[src/rtl/riscv_if_if.sv]
// Instruction-memory request/grant/response bus between the fetch stage (master)
// and instruction memory (slave).
interface riscv_if_if #(
  parameter int XLEN = 32
);
  logic            imem_req;
  logic [XLEN-1:0] imem_addr;
  logic            imem_gnt;
  logic            imem_rvalid;
  logic [XLEN-1:0] imem_rdata;

  modport master (
    output imem_req,
    output imem_addr,
    input  imem_gnt,
    input  imem_rvalid,
    input  imem_rdata
  );

  modport slave (
    input  imem_req,
    input  imem_addr,
    output imem_gnt,
    output imem_rvalid,
    output imem_rdata
  );
endinterface

[src/rtl/riscv_if.sv]
// RISC-V instruction-fetch stage: one outstanding imem request, 2-entry return
// queue, registered instruction/pc/valid/exception towards decode.
module riscv_if #(
  parameter int              XLEN     = 32,
  parameter logic [XLEN-1:0] RESET_PC = 32'h0000_0000,
  parameter logic [XLEN-1:0] NOP      = 32'h0000_0013
) (
  input  logic            clk,
  input  logic            rst,
  riscv_if_if.master      imem,
  input  logic            i_stall,
  input  logic            i_redirect,
  input  logic [XLEN-1:0] i_redirect_pc,
  output logic [XLEN-1:0] o_instruction,
  output logic [XLEN-1:0] o_pc,
  output logic            o_valid,
  output logic            o_exception
);

  typedef enum logic [1:0] {
    S_BOOT = 2'd0,
    S_REQ  = 2'd1,
    S_WAIT = 2'd2,
    S_HALT = 2'd3
  } state_t;

  localparam logic [XLEN-1:0] PC_STEP = {{(XLEN-3){1'b0}}, 3'b100};

  state_t          r_state;
  state_t          w_state_nxt;
  logic [XLEN-1:0] r_fetch_pc;
  logic [XLEN-1:0] r_req_pc;
  logic            r_discard;
  logic [XLEN-1:0] r_q_word [2];
  logic [XLEN-1:0] r_q_addr [2];
  logic            r_head;
  logic [1:0]      r_count;
  logic [XLEN-1:0] r_instruction;
  logic [XLEN-1:0] r_pc;
  logic            r_valid;
  logic            r_exception;

  logic            w_outstanding;
  logic [2:0]      w_occupancy;
  logic            w_credit;
  logic            w_req;
  logic            w_grant;
  logic            w_resp;
  logic            w_push;
  logic            w_pop;
  logic            w_keep_pending;
  logic            w_wr_idx;

  // WAIT is the only state with a request in flight.
  assign w_outstanding  = (r_state == S_WAIT);
  assign w_occupancy    = {1'b0, r_count} + {2'b00, w_outstanding};
  assign w_credit       = (w_occupancy < 3'd2);
  assign w_req          = (r_state == S_REQ) && w_credit;
  assign w_grant        = w_req && imem.imem_gnt;
  assign w_resp         = w_outstanding && imem.imem_rvalid;
  assign w_push         = w_resp && !r_discard && !i_redirect;
  assign w_pop          = !i_redirect && !i_stall && (r_state != S_HALT) && (r_count != 2'd0);
  assign w_keep_pending = (w_outstanding && !imem.imem_rvalid) || w_grant;
  assign w_wr_idx       = r_head ^ r_count[0];

  assign imem.imem_req  = w_req;
  assign imem.imem_addr = r_fetch_pc;

  assign o_instruction  = r_instruction;
  assign o_pc           = r_pc;
  assign o_valid        = r_valid;
  assign o_exception    = r_exception;

  always_ff @(posedge clk or negedge rst) begin
    if (!rst) begin
      r_state <= S_BOOT;
    end else begin
      r_state <= w_state_nxt;
    end
  end

  // A misaligned target reached through a discarded response still ends in HALT.
  always_comb begin
    w_state_nxt = r_state;
    if (i_redirect) begin
      if (w_keep_pending) begin
        w_state_nxt = S_WAIT;
      end else if (i_redirect_pc[1:0] != 2'b00) begin
        w_state_nxt = S_HALT;
      end else begin
        w_state_nxt = S_REQ;
      end
    end else begin
      case (r_state)
        S_BOOT: w_state_nxt = S_REQ;
        S_REQ: begin
          if (w_grant) begin
            w_state_nxt = S_WAIT;
          end else begin
            w_state_nxt = S_REQ;
          end
        end
        S_WAIT: begin
          if (!imem.imem_rvalid) begin
            w_state_nxt = S_WAIT;
          end else if (r_fetch_pc[1:0] != 2'b00) begin
            w_state_nxt = S_HALT;
          end else begin
            w_state_nxt = S_REQ;
          end
        end
        S_HALT:  w_state_nxt = S_HALT;
        default: w_state_nxt = S_BOOT;
      endcase
    end
  end

  always_ff @(posedge clk or negedge rst) begin
    if (!rst) begin
      r_fetch_pc <= RESET_PC;
      r_req_pc   <= RESET_PC;
      r_discard  <= 1'b0;
    end else if (i_redirect) begin
      r_fetch_pc <= i_redirect_pc;
      r_discard  <= w_keep_pending;
    end else begin
      if (w_grant) begin
        r_req_pc   <= r_fetch_pc;
        r_fetch_pc <= r_fetch_pc + PC_STEP;
      end
      if (w_resp) begin
        r_discard <= 1'b0;
      end
    end
  end

  always_ff @(posedge clk or negedge rst) begin
    if (!rst) begin
      for (int i = 0; i < 2; i++) begin
        r_q_word[i] <= NOP;
        r_q_addr[i] <= RESET_PC;
      end
      r_head  <= 1'b0;
      r_count <= 2'd0;
    end else if (i_redirect) begin
      r_head  <= 1'b0;
      r_count <= 2'd0;
    end else begin
      if (w_push) begin
        r_q_word[w_wr_idx] <= imem.imem_rdata;
        r_q_addr[w_wr_idx] <= r_req_pc;
      end
      if (w_pop) begin
        r_head <= ~r_head;
      end
      case ({w_push, w_pop})
        2'b10:   r_count <= r_count + 2'd1;
        2'b01:   r_count <= r_count - 2'd1;
        default: r_count <= r_count;
      endcase
    end
  end

  // Decode-facing registers: redirect bubbles beat stall; HALT reports the faulting target.
  always_ff @(posedge clk or negedge rst) begin
    if (!rst) begin
      r_instruction <= NOP;
      r_pc          <= RESET_PC;
      r_valid       <= 1'b0;
      r_exception   <= 1'b0;
    end else if (i_redirect) begin
      r_instruction <= NOP;
      r_valid       <= 1'b0;
      r_exception   <= 1'b0;
    end else if (!i_stall) begin
      if (r_state == S_HALT) begin
        r_instruction <= NOP;
        r_pc          <= r_fetch_pc;
        r_valid       <= 1'b0;
        r_exception   <= 1'b1;
      end else if (w_pop) begin
        r_instruction <= r_q_word[r_head];
        r_pc          <= r_q_addr[r_head];
        r_valid       <= 1'b1;
        r_exception   <= 1'b0;
      end else begin
        r_instruction <= NOP;
        r_valid       <= 1'b0;
        r_exception   <= 1'b0;
      end
    end
  end

endmodule

[src/flat_wrapper.sv]
// flat-port wrapper written by rule: the top's interface ports become plain ports
module riscv_if_flat 
#(
  parameter int              XLEN     = 32,
  parameter logic [XLEN-1:0] RESET_PC = 32'h0000_0000,
  parameter logic [XLEN-1:0] NOP      = 32'h0000_0013
)
  (clk, rst, i_stall, i_redirect, i_redirect_pc, o_instruction, o_pc, o_valid, o_exception, imem_imem_req, imem_imem_addr, imem_imem_gnt, imem_imem_rvalid, imem_imem_rdata);
  riscv_if_if #(.XLEN(XLEN)) imem_i ();
  input  logic clk;
  input  logic rst;
  input  logic i_stall;
  input  logic i_redirect;
  input  logic [XLEN-1:0] i_redirect_pc;
  output logic [XLEN-1:0] o_instruction;
  output logic [XLEN-1:0] o_pc;
  output logic o_valid;
  output logic o_exception;
  output wire logic [$bits(imem_i.imem_req)-1:0] imem_imem_req;
  output wire logic [$bits(imem_i.imem_addr)-1:0] imem_imem_addr;
  input wire logic [$bits(imem_i.imem_gnt)-1:0] imem_imem_gnt;
  input wire logic [$bits(imem_i.imem_rvalid)-1:0] imem_imem_rvalid;
  input wire logic [$bits(imem_i.imem_rdata)-1:0] imem_imem_rdata;
  assign imem_imem_req = imem_i.imem_req;
  assign imem_imem_addr = imem_i.imem_addr;
  assign imem_i.imem_gnt = imem_imem_gnt;
  assign imem_i.imem_rvalid = imem_imem_rvalid;
  assign imem_i.imem_rdata = imem_imem_rdata;
  riscv_if #(.XLEN(XLEN), .RESET_PC(RESET_PC), .NOP(NOP)) u_core (.clk(clk), .rst(rst), .imem(imem_i), .i_stall(i_stall), .i_redirect(i_redirect), .i_redirect_pc(i_redirect_pc), .o_instruction(o_instruction), .o_pc(o_pc), .o_valid(o_valid), .o_exception(o_exception));
endmodule
[config.mk]
export PLATFORM = sky130hd
export DESIGN_NAME = riscv_if_flat
export DESIGN_NICKNAME = d
export VERILOG_FILES = /design/src/rtl/riscv_if_if.sv /design/src/rtl/riscv_if.sv /design/src/flat_wrapper.sv
export SDC_FILE = /design/constraint.sdc
export NUM_CORES = 1
export LEC_CHECK = 0
export CORE_ASPECT_RATIO = 1.5
export CORE_MARGIN = 5
export CORE_UTILIZATION = 45
export CTS_CLUSTER_DIAMETER = 100
export DETAILED_ROUTE_END_ITERATION = 8
export PLACE_DENSITY = 0.68
export SYNTH_ARGS = -nofsm -noshare
export SYNTH_HDL_FRONTEND = slang
export SYNTH_SLANG_ARGS = --single-unit
export TNS_END_PERCENT = 10
[constraint.sdc]
create_clock -name clk -period 2.8 [get_ports clk]
set_input_delay 0.42 -clock clk [delete_from_list [all_inputs] [get_ports clk]]
set_output_delay 0.42 -clock clk [all_outputs]
set_load 0.1 [all_outputs]
==> reports/metrics.yaml, run 1 <==
place_congestion: 0.754
power_density_nw_per_um2: 870
max_cap_viol_count: 0
period_needed_ns: 2.34
p_switching_mw: 4.33
crit_path_start_kind: "flip-flop"
worstSkewPairLatency_ns: 0.52
htreeDepth: 1
setup_slack_ns: 0.462
core_area_um2: 25000
wirelength_mm: 26.5
fin_crit_sh_pct: 83.5
critPathRequiredTime_ns: 3.25
final_hold_viol_count: 0
timing.hold.ws_ns: 0.454
clk_pin_slew_ns: 0.06
netSwitchingFraction_pct: 35.0
drt-initial-drc-count: 339
nFillCells: 2140
met3_usage_pct: 2.55
worst-path-max-fanout: 16
initial_core_util_pct: 45.5
combPwrFrac_pct: 28.6
grt_busiest_layer: "met2"
max_slew.worst_pin.slew_ns: 0.726
slew_violations: 0
use_met1_pct: 23.3
leakage_nw: 6.33
cpMostUsedCell: "or4_1"
io_buffers: 168
cts-root-buf: "clkbuf_16"
worstPathArrival_ns: 2.78
syn2layout_area_growth_pct: 25.0
relSlewSlack_pct: 51.6
p_int_mw: 8.02
total_power_mw: 12.3
status: "complete, no violations"
met2_usage_pct: 33.3
finClkSkew_ns: 0.0115
yosys.area.top_type: "dfrtp_1"
grt_setup_unrepaired: "no"
cts_tree: "done"
place_ws_ns: 0.155
ys_seq_area_share_pct: 58.3
wl_per_cell_um: 18.2
slowest_delay_ns: 0.74
drc: 0
antenna_found_initial: 0
viasPerCell: 5.38
cts_max_path_buffers: 3
diodes: 0
antenna_left: 0
crit_slowest_cell: "or4_1"
grt_overflow: 0
die-width_um: 140
drtPass1Iterations: 4
hp-class: "primary input to flip-flop"
track_usage_pct: 18.6
yosysWarnings: 0
layout-drive-gt1-share_pct: 32.0
final-instance-count-excl-fill: 1457
clockPowerShare_pct: 28.5
die_area_um2: 28600
postLayoutCellArea_um2: 14200
path_cells: "nand4_2 -> or4_1 -> or4_1 -> a31oi_1"
grt_max_degree: 89
synthTopCellsByArea: "dfrtp_1, mux2_2, mux2i_1, o21ai_0, nand2_1"
grt_first_pass_wirelength_mm: 43.5
critPathCaptureType: "flip-flop"
place_hpwl_mm: 17.7
ys_ff_latch: 264
synth_top_area_share_pct: 56.2
setup_viol: 0
critical_path_class: "flip-flop to flip-flop"
avgSynthCellArea_um2: 12.0
cts_sinks: 264
placedCellCount: 1408
utilization_pct: 56.8
syn_inst: 942
vias: 7841
fmaxAchievable_mhz: 428
r2r_setup_slack_ns: 0.46
pwr-share-seq_pct: 42.9
syn_area_um2: 11300
grt_pass1_vias: 8233
final_nets: 1180
postCtsResizedCells: 0
syn_nets: 1013
io_pins: 169
ir_drop_mv: 0.562
cts_buffers: 26
rows: 71
tns_ns: 0
synth.distinct_cells: 47
dieHeight_um: 204
cts_setup_buffers: 0
place_area_um2: 13300
==> area by class of cell <==
cell class | instances | area, um2 | share of cell area, %
flip-flops and latches | 264 | 6620 | 46.7
clock buffers | 39 | 801 | 5.64
well taps | 328 | 410 | 2.89
multi-input cells | 608 | 4490 | 31.6
repair buffers | 199 | 1750 | 12.3
clock inverters | 9 | 80.1 | 0.564
inverters | 10 | 38.8 | 0.273
==> critical path: cells and delay by family, from the launching register on <==
kind	cells	cell delay (ns)
compound gates	1	0.17
flops	1	0.56
simple gates	3	1.53
==> cells in the mapped netlist, drive strengths merged <==
master    count
and3          1
a31o          1
a31oi        18
nor3b         2
nand3         9
nor3          3
a211oi        1
or4b          1
nand4        10
ha            1
a21oi        36
buf          11
nand4bb       1
and4          1
mux2        163
o31ai        10
or4          13
nor2b         2
clkbuf       49
or2           1
xnor3         1
dfstp         9
nand2        87
and2          1
nor4bb        1
o21ai        83
o21ba         1
xor2          2
a2111oi       1
mux2i        65
or3           7
dfrtp       255
nor2         65
nand3b        1
nor4          6
xnor2        12
clkinvlp      1
nand4b        1
inv           9
==> registers in the layout (all words and copies together), names as in the netlist <==
name,flops
u_core.r_state,2
u_core.o_instruction,32
u_core.o_exception,1
u_core.o_valid,1
u_core.r_discard,1
u_core.r_q_word,64
u_core.r_req_pc,32
u_core.o_pc,32
u_core.r_count,2
u_core.imem.imem_addr,32
u_core.r_q_addr,64
u_core.r_head,1
==> cells by family after synthesis <==
kind of cell / synth area share (%)
DFF: 58.3
muxes: 21.9
adders and majority gates: 0.110
buffers and inverters: 2.50
AOI/OAI and AO/OA: 7.21
and+or+nand+nor: 8.68
xor gates and xnor gates: 1.28
==> cell usage in the layout (no fill, tap or decap), types with 18 or more instances in the layout <==
cell type / instances
nor2_1: 64
buf_4: 123
mux2_2: 162
a21oi_1: 36
o21ai_0: 80
dfrtp_1: 254
clkbuf_16: 27
clkdlybuf4s50_1: 68
mux2i_1: 65
a31oi_1: 18
nand2_1: 86
==> repair_timing <==
action / 4_1_cts / 5_1_grt
endpoints found under the hold margin: 83 / 0
hold buffers: 1 / 0
endpoints found under the setup margin: 0 / 0
==> final timing paths <==
path                                                  startpoint  cells after the start                               endpoint
min reg2reg                  u_core.o_instruction[7]$_DFFE_PN0P_                      2    u_core.o_instruction[7]$_DFFE_PN0P_
min                                            i_redirect_pc[12]                      3  u_core.imem.imem_addr[12]$_DFFE_PN0P_
max                        u_core.imem.imem_addr[17]$_DFFE_PN0P_                      4  u_core.imem.imem_addr[31]$_DFFE_PN0P_
max reg2reg                u_core.imem.imem_addr[17]$_DFFE_PN0P_                      4  u_core.imem.imem_addr[31]$_DFFE_PN0P_
min in group asynchronous                                    rst                      2            u_core.o_pc[27]$_DFFE_PN0P_
max in group asynchronous                                    rst                      3        u_core.r_q_word[25]$_DFFE_PN0P_
==> power groups by stage <==
stage	Sequential, mW	Combinational [mW]	Clock, mW
CTS	5.30	3.57	3.61
finish	5.30	3.53	3.52
floorplan	6.66	1.27	0
global route	5.42	3.79	3.77
detailed placement	5.37	3.56	0
global placement	5.32	3.51	0
==> layer usage <==
layer	part of all wire (%)	routed length, um	vias up
li1	-	-	3666
met1	42	11100	3972
met2	52	13700	167
met4	2.7	708	0
met3	3.7	973	36
met5	0	0	-
No activity file was read; power rests on OpenSTA's default activity.
==> inputs of run 2 (changes only) <==
==> constraint.sdc (replaced) <==
create_clock -name clk -period 2.4 [get_ports clk]
set_input_delay 0.36 -clock clk [delete_from_list [all_inputs] [get_ports clk]]
set_output_delay 0.36 -clock clk [all_outputs]
set_load 0.1 [all_outputs]
==> run 2 against run 1 <==
  * Final area increased by 1.3%
  * Worst hold slack worse by 0.071 ns
  * Routed wire length up 1.3%
  * Via count increased by 0.23%
  * Clock power grew 15%
==> reports/metrics.yaml, run 2 (synthesized netlist as in run 1, its figures left out) <==
status: "complete, no violations"
layout_commonest_cell: "dfrtp_1"
slowest_delay_ns: 0.53  # -0.21 ns
htreeDepth: 1  # unchanged
period_needed_ns: 2.12  # -0.221 ns
critPathCaptureType: "flip-flop"
wirelength_mm: 26.8  # +1.3%
total_power_mw: 14.4  # +17%
max_cap_viol_count: 0  # unchanged
final-instance-count-excl-fill: 1477  # +1.4%
critical_path_class: "flip-flop to flip-flop"
hp-class: "primary input to async pin"
dieHeight_um: 204  # unchanged
cts_max_path_buffers: 3  # unchanged
fmaxAchievable_mhz: 472  # +10%
relSlewSlack_pct: 62.3  # +11 points
viasPerCell: 5.32  # -1.1%
die_area_um2: 28600  # unchanged
wl_per_cell_um: 18.2  # about the same
final_cell_mix: "dfrtp_1, mux2_2, buf_4"
diodes: 0  # unchanged
worstReg2RegEnd: "u_core.imem.imem_addr[26]$_DFFE_PN0P_"
cp_num_buf_inv: 1  # +1
cts_tree: "done"
r2r_setup_slack_ns: 0.28  # -0.18 ns
critPathRequiredTime_ns: 2.85  # -0.40 ns
drtPass1Iterations: 4  # unchanged
grt_pass1_vias: 8297  # +0.78%
syn2layout_area_growth_pct: 26.7
fin_crit_sh_pct: 88.2  # +4.7 points
setup_viol: 0  # unchanged
grt_max_degree: 70  # -21%
rr_startpoint: "u_core.imem.imem_addr[2]$_DFFE_PN0P_"
final_nets: 1201  # +1.8%
power_density_nw_per_um2: 1000  # +15%
vias: 7859  # +0.23%
io_pins: 169  # unchanged
reg2reg_depth: 6  # +2
antenna_left: 0  # unchanged
max_slew.worst_pin.slew_ns: 0.565  # -0.160 ns
cts_buffers: 25  # -3.8%
core_area_um2: 25000  # unchanged
drt-initial-drc-count: 360  # +6.2%
cts_setup_buffers: 0  # unchanged
place_congestion: 0.789  # +4.7%
crit_family: "simple AND/OR/NAND/NOR gates"
finClkSkew_ns: 0.00759  # -0.00386 ns
utilization_pct: 57.6  # +0.74 points
cpMostUsedCell: "or4_1"
leakage_nw: 6.45  # +1.9%
worst-path-max-fanout: 15  # -1
die-width_um: 140  # unchanged
worstPathArrival_ns: 2.56  # -0.22 ns
top_regs: "u_core.r_q_addr x64, u_core.r_q_word x64"
path_cells: "ha_1 -> nand3_1 -> or4_1 -> buf_4 -> or4_1 -> a31oi_1"
clk_pin_slew_ns: 0.07  # about the same
crit_path_start_kind: "flip-flop"
initial_core_util_pct: 45.5  # unchanged
place_hpwl_mm: 18.0  # +1.7%
track_usage_pct: 18.8  # +0.21 points
grt_overflow: 0  # unchanged
worstSetupStartpoint: "u_core.imem.imem_addr[2]$_DFFE_PN0P_"
cts-root-buf: "clkbuf_16"
layout-drive-gt1-share_pct: 33.3  # +1.4 points
rows: 71  # unchanged
slew_violations: 0  # unchanged
cts_sinks: 264  # unchanged
placedCellCount: 1430  # +1.6%
final_hold_viol_count: 0  # unchanged
grt_setup_unrepaired: "no"
worstSkewPairLatency_ns: 0.52  # about the same
crit_slowest_cell: "or4_1"
ir_drop_mv: 0.871  # +55%
grt_first_pass_wirelength_mm: 43.8  # +0.68%
timing.hold.ws_ns: 0.383  # -0.0712 ns
io_buffers: 168  # unchanged
antenna_found_initial: 0  # unchanged
drc: 0  # unchanged
## run 2: cell count changes in the layout (fill, tap and decap cells not counted), sizes merged
| cell | previous run | this run |
|---|---|---|
| buf | 130 | 152 |
| bufinv | 1 | 3 |
| clkbuf | 39 | 32 |
| clkinv | 6 | 10 |
| clkinvlp | 2 | 1 |
## run 2: worst max path at each step
stage	depth (start not counted)	endpoint	slack, ns
floorplan	7	u_core.imem.imem_addr[24]$_DFFE_PN0P_	-0.46
CTS	6	u_core.imem.imem_addr[26]$_DFFE_PN0P_	0.29
detailed placement	6	u_core.imem.imem_addr[26]$_DFFE_PN0P_	-0.02
finish	6	u_core.imem.imem_addr[26]$_DFFE_PN0P_	0.28
global placement	5	u_core.imem.imem_addr[31]$_DFFE_PN0P_	-0.02
global route	6	u_core.imem.imem_addr[26]$_DFFE_PN0P_	0.18
## run 2: layout make-up
cell class | instances | area (um2)
fill | 2125 | 10600
sequential | 264 | 6620
multi-input combinational | 608 | 4490
timing repair buffer | 221 | 1960
clock buffer | 32 | 702
tap | 328 | 410
clock inverter | 14 | 149
inverter | 10 | 38.8
## run 2: metal layers
metal,vias to the layer above,share of wire (%),track usage [%]
li1,3700,-,-
met1,3941,41,23.6
met2,160,51,33.4
met5,-,0,0
met3,58,3.9,2.69
met4,0,3.2,6.58
## run 2: timing repair
item / 4_1_cts / 5_1_grt
gates resized for setup: 0 / 0
endpoints found under the hold margin: 58 / 0
endpoints found under the setup margin: 0 / 0
hold buffers: 1 / 0
## run 2: metrics by stage
stage | area, um2 | setup TNS (ns) | worst slack (ns)
4_1_cts | 14400 | 0 | 0.286
2_1_floorplan | 11400 | -4.86 | -0.461
6_report | 14400 | 0 | 0.283
3_5_place_dp | 13500 | -0.0203 | -0.0158
5_1_grt | 14400 | 0 | 0.179
3_3_place_gp | 13500 | -0.0569 | -0.0199
## run 2: worst reg2reg max path: stages (launching register included)
cell,delay [ns]
dfrtp_1,0.36
ha_1,0.19
nand3_1,0.17
or4_1,0.54
buf_4,0.20
or4_1,0.42
a31oi_1,0.17
## run 2: power by group
part           total (mW)  leakage, nW  switching, mW  internal, mW
Clock                4.06        0.432           1.68          2.39
Combinational        4.20         2.63           2.75          1.45
Sequential           6.13         3.39          0.603          5.53
Total                14.4         6.45           5.03          9.37
==> inputs of run 3 (changes only) <==
--- a/config.mk
+++ b/config.mk
@@ -10,7 +10,8 @@
 export CORE_UTILIZATION = 45
 export CTS_CLUSTER_DIAMETER = 100
 export DETAILED_ROUTE_END_ITERATION = 8
-export PLACE_DENSITY = 0.68
+export DONT_BUFFER_PORTS = 1
+export SKIP_CTS_REPAIR_TIMING = 1
 export SYNTH_ARGS = -nofsm -noshare
 export SYNTH_HDL_FRONTEND = slang
 export SYNTH_SLANG_ARGS = --single-unit
==> run 3 against run 2 <==
  * Sequential share of layout area increased by 2.5 points
  * Critical path depth unchanged
  * Combinational power down 36%
  * The run now ends with negative hold slack left
  * Global-route usage decreased by 0.28 points
  * Die area unchanged
==> reports/metrics.yaml, run 3 (synthesized netlist as in run 1, its figures left out) <==
p_int_mw: 9.23  # -1.4%
drt-initial-drc-count: 348  # -3.3%
io_buffers: 0  # -100%
wirelength_mm: 27.1  # +1.1%
antenna_found_initial: 0  # unchanged
leakage_nw: 6.01  # -6.8%
drc: 0  # unchanged
cts_sinks: 264  # unchanged
cts_tree: "done"
htreeDepth: 1  # unchanged
final_cell_mix: "dfrtp_1, mux2_2, nand2_1"
netSwitchingFraction_pct: 34.9  # about the same
grt_first_pass_wirelength_mm: 42.8  # -2.4%
die_area_um2: 28600  # unchanged
final_nets: 1107  # -7.8%
path_cells: "ha_1 -> nand3_1 -> or4_1 -> buf_4 -> or4_1 -> a31oi_1"
pwr-share-seq_pct: 50.9  # +8.3 points
max_slew.worst_pin.slew_ns: 0.942  # +0.377 ns
nFillCells: 2167  # +2.0%
cts-root-buf: "clkbuf_16"
grt_pass1_vias: 7625  # -8.1%
track_usage_pct: 18.6  # -0.28 points
vias: 7527  # -4.2%
relSlewSlack_pct: 37.2  # -25 points
placedCellCount: 1283  # -10%
dieHeight_um: 204  # unchanged
drtPass1Iterations: 4  # unchanged
hp-class: "primary input to async pin"
slew_violations: 0  # unchanged
ir_drop_mv: 0.696  # -20%
fin_crit_sh_pct: 86.6  # -1.6 points
worstReg2RegEnd: "u_core.imem.imem_addr[26]$_DFFE_PN0P_"
max_cap_viol_count: 0  # unchanged
p_switching_mw: 4.96  # -1.5%
slowest_delay_ns: 0.53  # about the same
rr_startpoint: "u_core.imem.imem_addr[2]$_DFFE_PN0P_"
final_hold_viol_count: 266  # +266
core_area_um2: 25000  # unchanged
diodes: 0  # unchanged
initial_core_util_pct: 45.5  # unchanged
place_congestion: 0.772  # -2.1%
critical_path_class: "flip-flop to flip-flop"
place_hpwl_mm: 17.1  # -4.9%
r2r_setup_slack_ns: 0.32  # +0.04 ns
critPathCaptureType: "flip-flop"
io_pins: 169  # unchanged
syn2layout_area_growth_pct: 20.1
grt_overflow: 0  # unchanged
status: "finished with violations"
setup_viol: 0  # unchanged
finClkSkew_ns: 0.00973  # +0.00214 ns
die-width_um: 140  # unchanged
grt_setup_unrepaired: "no"
clockPowerShare_pct: 30.3  # +2.1 points
cts_max_path_buffers: 3  # unchanged
worst-path-max-fanout: 17  # +2
layout_commonest_cell: "dfrtp_1"
rows: 71  # unchanged
crit_path_start_kind: "flip-flop"
power_density_nw_per_um2: 1040  # +4.0%
top_regs: "u_core.r_q_addr x64, u_core.r_q_word x64"
crit_slowest_cell: "or4_1"
worstPathArrival_ns: 2.53  # -0.03 ns
cpMostUsedCell: "or4_1"
critPathRequiredTime_ns: 2.85  # about the same
timing.hold.ws_ns: -0.477  # -0.860 ns
final-instance-count-excl-fill: 1384  # -6.3%
grt_max_degree: 265  # +280%
worstSkewPairLatency_ns: 0.53  # about the same
viasPerCell: 5.44  # +2.2%
violations: "negative hold slack"
period_needed_ns: 2.08  # -0.0374 ns
cts_buffers: 26  # +4.0%
layout-drive-gt1-share_pct: 29.1  # -4.3 points
total_power_mw: 14.2  # -1.5%
antenna_left: 0  # unchanged
fmaxAchievable_mhz: 481  # +1.8%
combPwrFrac_pct: 18.8  # -10 points
wl_per_cell_um: 19.6  # +7.9%
clk_pin_slew_ns: 0.07  # about the same
reg2reg_depth: 6  # unchanged
[run 3: per-stage QoR]
stage	setup TNS, ns	worst slack, ns	utilization, %	instance area (um2)
floorplan	-4.86	-0.461	-	11400
global placement	0	0.366	48.8	12200
detailed placement	0	0.326	48.8	12200
CTS	0	0.305	52.4	13100
global route	0	0.179	54.6	13600
finish	0	0.321	54.6	13600
[run 3: worst max-delay path, delay by kind of cell, from the launching register on]
family / cells / cell delay (ns)
AND/OR/NAND/NOR: 3 / 1.06
flip-flops: 1 / 0.37
buffers and inverters: 1 / 0.22
adder cells (fa/ha/maj): 1 / 0.18
AO/OA/AOI/OAI: 1 / 0.17
[run 3: power groups by stage]
stage | Clock (mW) | Sequential [mW] | Combinational, mW
6_report | 4.29 | 7.22 | 2.67
5_1_grt | 4.59 | 7.36 | 2.93
4_1_cts | 4.41 | 7.23 | 2.61
3_5_place_dp | 0 | 7.32 | 2.61
3_3_place_gp | 0 | 7.28 | 2.54
2_1_floorplan | 0 | 7.77 | 1.48
[run 3: cell type report]
cell class / count / area, um2 / share of cell area [%]
Clock inverter: 13 / 143 / 1.05
Clock buffer: 35 / 766 / 5.62
Multi-Input combinational cell: 608 / 4500 / 33.0
Inverter: 10 / 38.8 / 0.285
Tap cell: 328 / 410 / 3.01
Timing Repair Buffer: 126 / 1150 / 8.45
Sequential cell: 264 / 6620 / 48.6
[run 3: how the worst max path moves through the flow]
stage                                                     start                                     to  slack [ns]  depth (start not counted)
after detailed placement   u_core.imem.imem_addr[3]$_DFFE_PN0P_  u_core.imem.imem_addr[26]$_DFFE_PN0P_        0.33                          6
after floorplan            u_core.imem.imem_addr[2]$_DFFE_PN0P_  u_core.imem.imem_addr[24]$_DFFE_PN0P_       -0.46                          7
after global placement     u_core.imem.imem_addr[2]$_DFFE_PN0P_  u_core.imem.imem_addr[26]$_DFFE_PN0P_        0.37                          6
final                      u_core.imem.imem_addr[2]$_DFFE_PN0P_  u_core.imem.imem_addr[26]$_DFFE_PN0P_        0.32                          6
after CTS                  u_core.imem.imem_addr[2]$_DFFE_PN0P_  u_core.imem.imem_addr[26]$_DFFE_PN0P_        0.30                          6
after global routing      u_core.imem.imem_addr[17]$_DFFE_PN0P_  u_core.imem.imem_addr[31]$_DFFE_PN0P_        0.18                          4
[run 3: routing by layer]
layer	vias up	track usage [%]	wire (um)
met4	0	5.54	546
met1	3833	22.4	11100
li1	3514	-	-
met5	-	0	0
met3	39	4.88	1440
met2	141	32.7	14000
